$ cat src/rtl/dda_pkg.sv
// Shared types and default sizes for the DDA run controller and datapath.
package dda_pkg;

  localparam int DDA_N       = 16;
  localparam int DDA_STEP_W  = 16;
  localparam int DDA_DECIM_W = 8;

  // Sequencer states: IDLE waits for start, LOAD applies the ICs,
  // SAMPLE emits into the output buffer, STEP takes one Euler step,
  // DONE marks normal completion.
  typedef enum logic [2:0] {
    ST_IDLE   = 3'd0,
    ST_LOAD   = 3'd1,
    ST_SAMPLE = 3'd2,
    ST_STEP   = 3'd3,
    ST_DONE   = 3'd4
  } seq_state_e;

endpackage

$ cat src/rtl/dda_sample_buf.sv
// Single-entry valid/ready sample register with capture and flush.
//
// Handshake: a sample transfers on a rising edge where valid && ready.
// While valid && !ready the held fields do not change. A capture on the
// same edge as a transfer replaces the entry and keeps valid high.
// Flush drops the entry and wins over capture.
module dda_sample_buf #(
  parameter int N      = 16,
  parameter int STEP_W = 16
) (
  input  logic              clk,
  input  logic              rst_n,
  input  logic              capture,
  input  logic              flush,
  input  logic              ready,
  input  logic [N-1:0]      v1_d,
  input  logic [N-1:0]      v2_d,
  input  logic [STEP_W-1:0] idx_d,
  output logic              valid,
  output logic [N-1:0]      v1,
  output logic [N-1:0]      v2,
  output logic [STEP_W-1:0] idx,
  output logic              free
);

  // The slot can take a new sample if empty or being drained this cycle.
  assign free = !valid || ready;

  // Buffer register: flush, then capture, then drain by transfer.
  always_ff @(posedge clk or negedge rst_n) begin
    if (!rst_n) begin
      valid <= 1'b0;
      v1    <= '0;
      v2    <= '0;
      idx   <= '0;
    end else if (flush) begin
      valid <= 1'b0;
    end else if (capture) begin
      valid <= 1'b1;
      v1    <= v1_d;
      v2    <= v2_d;
      idx   <= idx_d;
    end else if (valid && ready) begin
      valid <= 1'b0;
    end
  end

endmodule

$ cat src/rtl/dda_sequencer.sv
// Run controller for the spring-mass DDA: loads ICs, steps the Euler
// integrators num_steps times and emits decimated (v1, v2) samples,
// stalling integration while the sample buffer is blocked.
module dda_sequencer
  import dda_pkg::*;
#(
  parameter int N       = DDA_N,
  parameter int STEP_W  = DDA_STEP_W,
  parameter int DECIM_W = DDA_DECIM_W
) (
  input  logic               clk,
  input  logic               rst_n,
  input  logic               start,
  input  logic               abort,
  input  logic [STEP_W-1:0]  num_steps,
  input  logic [DECIM_W-1:0] decim,
  output logic               dda_en,
  output logic               dda_init_n,
  input  logic [N-1:0]       v1_in,
  input  logic [N-1:0]       v2_in,
  output logic               smp_valid,
  input  logic               smp_ready,
  output logic [N-1:0]       smp_v1,
  output logic [N-1:0]       smp_v2,
  output logic [STEP_W-1:0]  smp_idx,
  output logic               busy,
  output logic               done,
  output logic               aborted
);

  seq_state_e          state, state_next;
  logic [STEP_W-1:0]   steps_q, step_cnt, step_inc;
  logic [DECIM_W-1:0]  decim_q, decim_cnt, decim_inc;
  logic                emit, aborted_q;
  logic                start_take, abort_take, decim_wrap;
  logic                capture, buf_free;

  assign start_take = (state == ST_IDLE) && start && !abort;
  assign abort_take = (state != ST_IDLE) && abort;
  assign step_inc   = step_cnt + STEP_W'(1);
  assign decim_inc  = decim_cnt + DECIM_W'(1);
  assign decim_wrap = (decim_inc == decim_q);
  assign busy       = (state != ST_IDLE);
  assign aborted    = aborted_q;

  // State register.
  always_ff @(posedge clk or negedge rst_n) begin
    if (!rst_n) state <= ST_IDLE;
    else        state <= state_next;
  end

  // Next state and per-state outputs; abort overrides everything.
  always_comb begin
    state_next = state;
    dda_en     = 1'b0;
    dda_init_n = 1'b1;
    capture    = 1'b0;
    done       = 1'b0;
    case (state)
      ST_IDLE: if (start_take) state_next = ST_LOAD;
      ST_LOAD: begin
        dda_en     = 1'b1;
        dda_init_n = 1'b0;
        state_next = ST_SAMPLE;
      end
      ST_SAMPLE: begin
        capture = emit && buf_free;
        if (!emit || buf_free)
          state_next = (step_cnt == steps_q) ? ST_DONE : ST_STEP;
      end
      ST_STEP: begin
        dda_en     = 1'b1;
        state_next = ST_SAMPLE;
      end
      ST_DONE: begin
        done       = 1'b1;
        state_next = ST_IDLE;
      end
      default: state_next = ST_IDLE;
    endcase
    if (abort_take) begin
      state_next = ST_IDLE;
      dda_en     = 1'b0;
      capture    = 1'b0;
      done       = 1'b0;
    end
  end

  // Run parameters, step/decimation counters and the emit flag.
  always_ff @(posedge clk or negedge rst_n) begin
    if (!rst_n) begin
      steps_q   <= '0;
      decim_q   <= '0;
      step_cnt  <= '0;
      decim_cnt <= '0;
      emit      <= 1'b0;
      aborted_q <= 1'b0;
    end else begin
      aborted_q <= abort_take;
      if (start_take) begin
        steps_q   <= num_steps;
        decim_q   <= (decim == '0) ? DECIM_W'(1) : decim;
        step_cnt  <= '0;
        decim_cnt <= '0;
      end
      if (state == ST_LOAD && !abort_take) emit <= 1'b1;
      if (state == ST_STEP && !abort_take) begin
        step_cnt  <= step_inc;
        decim_cnt <= decim_wrap ? '0 : decim_inc;
        // The final step is always emitted regardless of decimation.
        emit      <= decim_wrap || (step_inc == steps_q);
      end
    end
  end

  dda_sample_buf #(.N(N), .STEP_W(STEP_W)) u_buf (
    .clk     (clk),
    .rst_n   (rst_n),
    .capture (capture),
    .flush   (abort_take),
    .ready   (smp_ready),
    .v1_d    (v1_in),
    .v2_d    (v2_in),
    .idx_d   (step_cnt),
    .valid   (smp_valid),
    .v1      (smp_v1),
    .v2      (smp_v2),
    .idx     (smp_idx),
    .free    (buf_free)
  );

endmodule

$ cat config.mk
export PLATFORM = sky130hd
export DESIGN_NAME = dda_sequencer
export DESIGN_NICKNAME = d
export VERILOG_FILES = /design/src/rtl/dda_pkg.sv /design/src/rtl/dda_sample_buf.sv /design/src/rtl/dda_sequencer.sv
export SDC_FILE = /design/constraint.sdc
export NUM_CORES = 1
export LEC_CHECK = 0
export CAP_MARGIN = 10
export CORE_ASPECT_RATIO = 1.4
export CORE_MARGIN = 2
export CORE_UTILIZATION = 45
export CTS_CLUSTER_DIAMETER = 120
export CTS_CLUSTER_SIZE = 40
export DETAILED_ROUTE_END_ITERATION = 12
export PLACE_DENSITY = 0.72
export REMOVE_ABC_BUFFERS = 1
export SLEW_MARGIN = 20
export SYNTH_ARGS = -nofsm -noshare
export SYNTH_HDL_FRONTEND = slang
export SYNTH_SLANG_ARGS = --single-unit
$ cat constraint.sdc
create_clock -name clk -period 4.4 [get_ports clk]
set_clock_uncertainty 0.1 [all_clocks]
set_input_delay 0.88 -clock clk [delete_from_list [all_inputs] [get_ports clk]]
set_output_delay 0.88 -clock clk [all_outputs]
set_load 0.05 [all_outputs]
== Word-level counts from Yosys, hierarchy flattened ==
Index checks and enable logic that the tools add are counted.

* Flip-flop bits (word level): 102
* Latch bits: 0
* Memory bits (writable): 0
* Memory bits (read-only): 0
* Bits of input ports: 61
* Output and inout port bits: 54
* Memories: 0

* Add/subtract/negate cells: 2
* Multipliers: 0
* Div/mod/pow operators: 0
* $lt $le $gt $ge: 0
* Equality and inequality tests: 9
* Shift operators: 0
* Mux-type cells: 23
* Bitwise gates (word level): 1
* Reductions and logical operators: 23

{| class="wikitable"
|+ Operators by type and width
! kind !! number
|-
| 16-bit equality test || 2
|-
| 16-bit two-way mux || 2
|-
| 8-bit two-way mux || 4
|-
| 16-bit by 1-bit adder with 16-bit output (second input constant) || 1
|-
| 1-bit two-way mux || 12
|-
| 3-bit two-way mux || 4
|-
| 3-bit case mux with 3 select lines || 1
|-
| 8-bit by 1-bit adder with 8-bit output (second input constant) || 1
|-
| 8-bit equality test || 1
|-
| 8-bit zero test || 1
|-
| 1-bit logical AND || 7
|-
| 3-bit by 2-bit equality test with 1-bit output (second input constant) || 2
|-
| 3-bit inequality test (second input constant) || 2
|-
| 3-bit nonzero test || 2
|-
| 1-bit zero test || 4
|-
| 2-bit AND reduction || 2
|-
| 2-bit nonzero test || 2
|-
| 3-bit by 1-bit equality test with 1-bit output (second input constant) || 1
|-
| 3-bit equality test (second input constant) || 1
|-
| 3-bit zero test || 1
|-
| 1-bit logical OR || 3
|-
| 2-bit OR reduction || 1
|-
| 1-bit inverter || 1
|}

== Logic depth before layout (Yosys ltp) ==
* Word-level depth: 7
* Gate-level depth with buffers: 8
* Depth with buffers taken out: 7

== By module ==
A second synthesis with hierarchy kept.

* Cells, all modules: 435
* Area, all modules: 5152.4 um^2

{| class="wikitable"
|+ Modules (own cells, without submodules)
! module !! times used !! cells each !! area an instance (um^2) !! seq. area each (um^2)
|-
| dda_sequencer || 1 || 329 || 3215.6 || 1326.3
|-
| dda_sample_buf || 1 || 106 || 1936.9 || 1226.2
|}

== Worst setup path after synthesis ==
Ideal clock, no wire load.

* Path kind: in2out
* From: input abort
* To: output done
* Data arrival time: 2.649 ns
* Data required time: 3.420 ns
* Setup slack: 0.771 ns
* Stages: 2
* Path buffers: 1
* Cells stage by stage: buf_2 > nor4b_1

* Cells in the longest elaborated chain, start to end: 2

{| class="wikitable"
|+ RTL lines
! element !! RTL line !! text
|-
| start: declaration || dda_sequencer.sv:14 || <nowiki>input logic abort,</nowiki>
|-
| 1-bit logical AND || dda_sequencer.sv:39 || <nowiki>assign abort_take = (state != ST_IDLE) && abort;</nowiki>
|-
| 1-bit two-way mux || dda_sequencer.sv:81 || <nowiki>if (abort_take) begin</nowiki>
|-
| end: declaration || dda_sequencer.sv:27 || <nowiki>output logic done,</nowiki>
|}

No other way between the ends.

== Worst setup path in the final report ==
* From: input abort
* To: output dda_en

* Cells in the longest elaborated chain, start to end: 2

{| class="wikitable"
|+ RTL lines
! element !! RTL line !! text
|-
| 1-bit logical AND || dda_sequencer.sv:39 ||
|-
| 1-bit two-way mux || dda_sequencer.sv:81 ||
|-
| end: declaration || dda_sequencer.sv:17 || <nowiki>output logic dda_en,</nowiki>
|}

No other way between the ends.

==> impl_metrics.yaml <==
layout:
  finalNetCount: 650
  multi_input_area_sq_mm: 0.00230
  nFillCells: 911
  final_util_pct: 60.4
  diodes: 0
  finalNonFillerCells: 733
  regArea_sq_mm: 0.00255
  drive_gt1_share_pct: 14.0
  final_area_sq_mm: 0.00656
  syn2layout_area_growth_pct: 31.0
synthesis:
  yosysSeqAreaShare_pct: 51.0
  yosys-top-cells-count: "dfrtp_1 (102), nand2_1 (84), mux2_2 (49)"
  synth_area_leaders: "dfrtp_1 (51%), mux2_2 (11%), nand2_1 (6.3%)"
  synth_cells: 488
  synth.avg_cell_area_sq_um: 10.3
  synth-seq-cells: 102
  async_flop_share_pct: 100
  yosysMostFrequentCell: "dfrtp_1"
  synth_edf_count: 0
  yosysTopAreaCellShare_pct: 51.0
  synth_area_leader_cell: "dfrtp_1"
  ys_types: 56
  synthFlopType: "dfrtp_1"
  syn_area_sq_mm: 0.00501
  yosysWarnings: 0
routing:
  final_antenna_net_count: 0
  drt-initial-drc-count: 232
  drt_first_pass_iters: 4
  vias_per_cell: 5.41
  post_drt_wl_per_cell_microns: 16.0
  wirelength_microns: 11700
  vias: 3969
  drc: 0
pwr:
  finalPower_mw: 3.53
  p_per_area_mw_per_mm2: 538
  ir_worst_vdd_v: 0.000512
  p_leak_nw: 2.78
worst_hold_path:
  hold_class: "flop to flop"
grt:
  grt_pass1_wl_microns: 19500
  grt_usage_pct: 20.4
  grt_pass1_vias: 4126
  grt_max_degree: 80
  antenna_found_initial: 0
  grt-ovfl-total: 0
worst_setup_path:
  start_kind: "input port"
  critPathMaxStageDelay_ps: 860
  crit_chain: "clkdlybuf4s50_1 -> nor3b_2 -> clkdlybuf4s50_1"
  critPathKind: "input port to output port"
  arrival_ps: 2640
  cp_max_fo: 8
  reg2reg_slack_ps: 1980
  worstSetupEndpointType: "output port"
  cpMaxStageDelayCell: "clkdlybuf4s50_1"
  crit_path_frequent_cell: "clkdlybuf4s50_1"
  crit_required_ps: 3420
placed_design:
  port_buffers: 114
  dp_cells: 717
  preCtsSetupSlack_ps: 794
  gp_congestion: 0.898
  placed_cell_area_sq_mm: 0.00622
  place_hpwl_microns: 8350
timing:
  hold_ws_ps: 398
  drv_slew: 0
  tns_ps: 0
  max-slew-margin-rel_pct: 46.5
  hold_violations: 0
  rsz0062_at_grt: "false"
  fin_crit_ps: 3620
  tightest_slew_ps: 799
  finalCritPeriodShare_pct: 82.2
  setup_viol_count_final: 0
  fin_ws_ps: 783
  clock.fmax_mhz: 277
clocking:
  cts_hold_buf: 0
  cts_sinks: 102
  post_cts_resized: 0
  cts_setup_buffers: 0
  cts_tree: "built"
  clockBufferDepth: 2
  path_clk_slew_ps: 70
  numCtsBuffers: 9
  htreeDepth: 3
  root_buffer: "clkbuf_16"
  insertion_delay_ps: 340
run_status:
  status: "complete, no violations"
floorplanning:
  core_sq_mm: 0.0109
  row_count: 45
  dieArea_sq_mm: 0.0120
  start_util_pct: 46.1
  die_h_microns: 129
  die_w_microns: 93.2
  ioPinCount: 115
flow_run:
  cap_viol_max_count: 0
[cell type report]
class                      count  share of cell area [%]
sequential                   102                    38.9
multi-input combinational    349                    35.1
timing repair buffer         118                    17.9
clock buffer                  10                    3.64
tap                          141                    2.69
clock inverter                 6                    1.39
inverter                       7                   0.401
[final timing paths]
| kind | end | startpoint | cells past startpoint |
|---|---|---|---|
| max in group asynchronous | decim_cnt[2] | rst_n | 2 |
| max | dda_en | abort | 3 |
| max reg2reg | emit | step_cnt[0] | 7 |
| min reg2reg | steps_q[13] | steps_q[13] | 2 |
| min | steps_q[13] | steps_q[13] | 2 |
| min in group asynchronous | u_buf.v1[3] | rst_n | 1 |
[where the power goes]
part / total (mW) / switching, mW / leakage [nW] / internal, mW
clock: 0.869 / 0.351 / 0.163 / 0.518
sequential: 1.29 / 0.138 / 1.32 / 1.15
combinational: 1.37 / 0.844 / 1.30 / 0.527
total: 3.53 / 1.33 / 2.78 / 2.19
[logic make-up (layout without fill, tap and decap cells)]
logic type / Yosys count / count (layout) / share of synthesized area [%]
compound gates: 63 / 63 / 8.39
xor+xnor: 38 / 38 / 6.64
fa+ha+maj: 2 / 2 / 0.500
buf+inv: 37 / 141 / 3.20
flops: 102 / 102 / 51.0
mux: 50 / 50 / 11.2
simple gates: 196 / 196 / 19.1
[state kept, by name, summed over array words and instances, names as in the netlist]
name / cells
step_cnt: 16
decim_cnt: 8
u_buf.v2: 16
aborted: 1
steps_q: 16
state: 3
u_buf.v1: 16
decim_q: 8
u_buf.valid: 1
emit: 1
u_buf.idx: 16
[placed cells by master (no fill, tap or decap), types with 6 or more instances in the layout]
cell             Yosys  layout
o21ai_0             24      24
xor2_1              16      16
mux2_2              49      49
clkdlybuf4s50_1      0     113
nand4_1             11      11
nor2_1              27      27
and3_1               6       6
nand3_1             20      20
inv_1                7       7
dfrtp_1            102     102
xnor2_1             22      22
clkbuf_16            0       9
nand2_1             84      84
nor3_1              10       9
o31ai_1              7       7
[routing by layer]
| metal | track usage, % | vias to the layer above | wire length (microns) |
|---|---|---|---|
| met3 | 5.91 | 16 | 815 |
| met4 | 7.79 | 0 | 214 |
| met5 | 0 | - | 0 |
| met1 | 24.7 | 1926 | 4830 |
| li1 | - | 1890 | - |
| met2 | 34.6 | 137 | 5870 |
[worst max-delay path: cells and delay by family]
family	cells	cell delay [ps]
buf+inv	2	1410
simple gates	1	340
No activity file was read; power rests on OpenSTA's default activity.
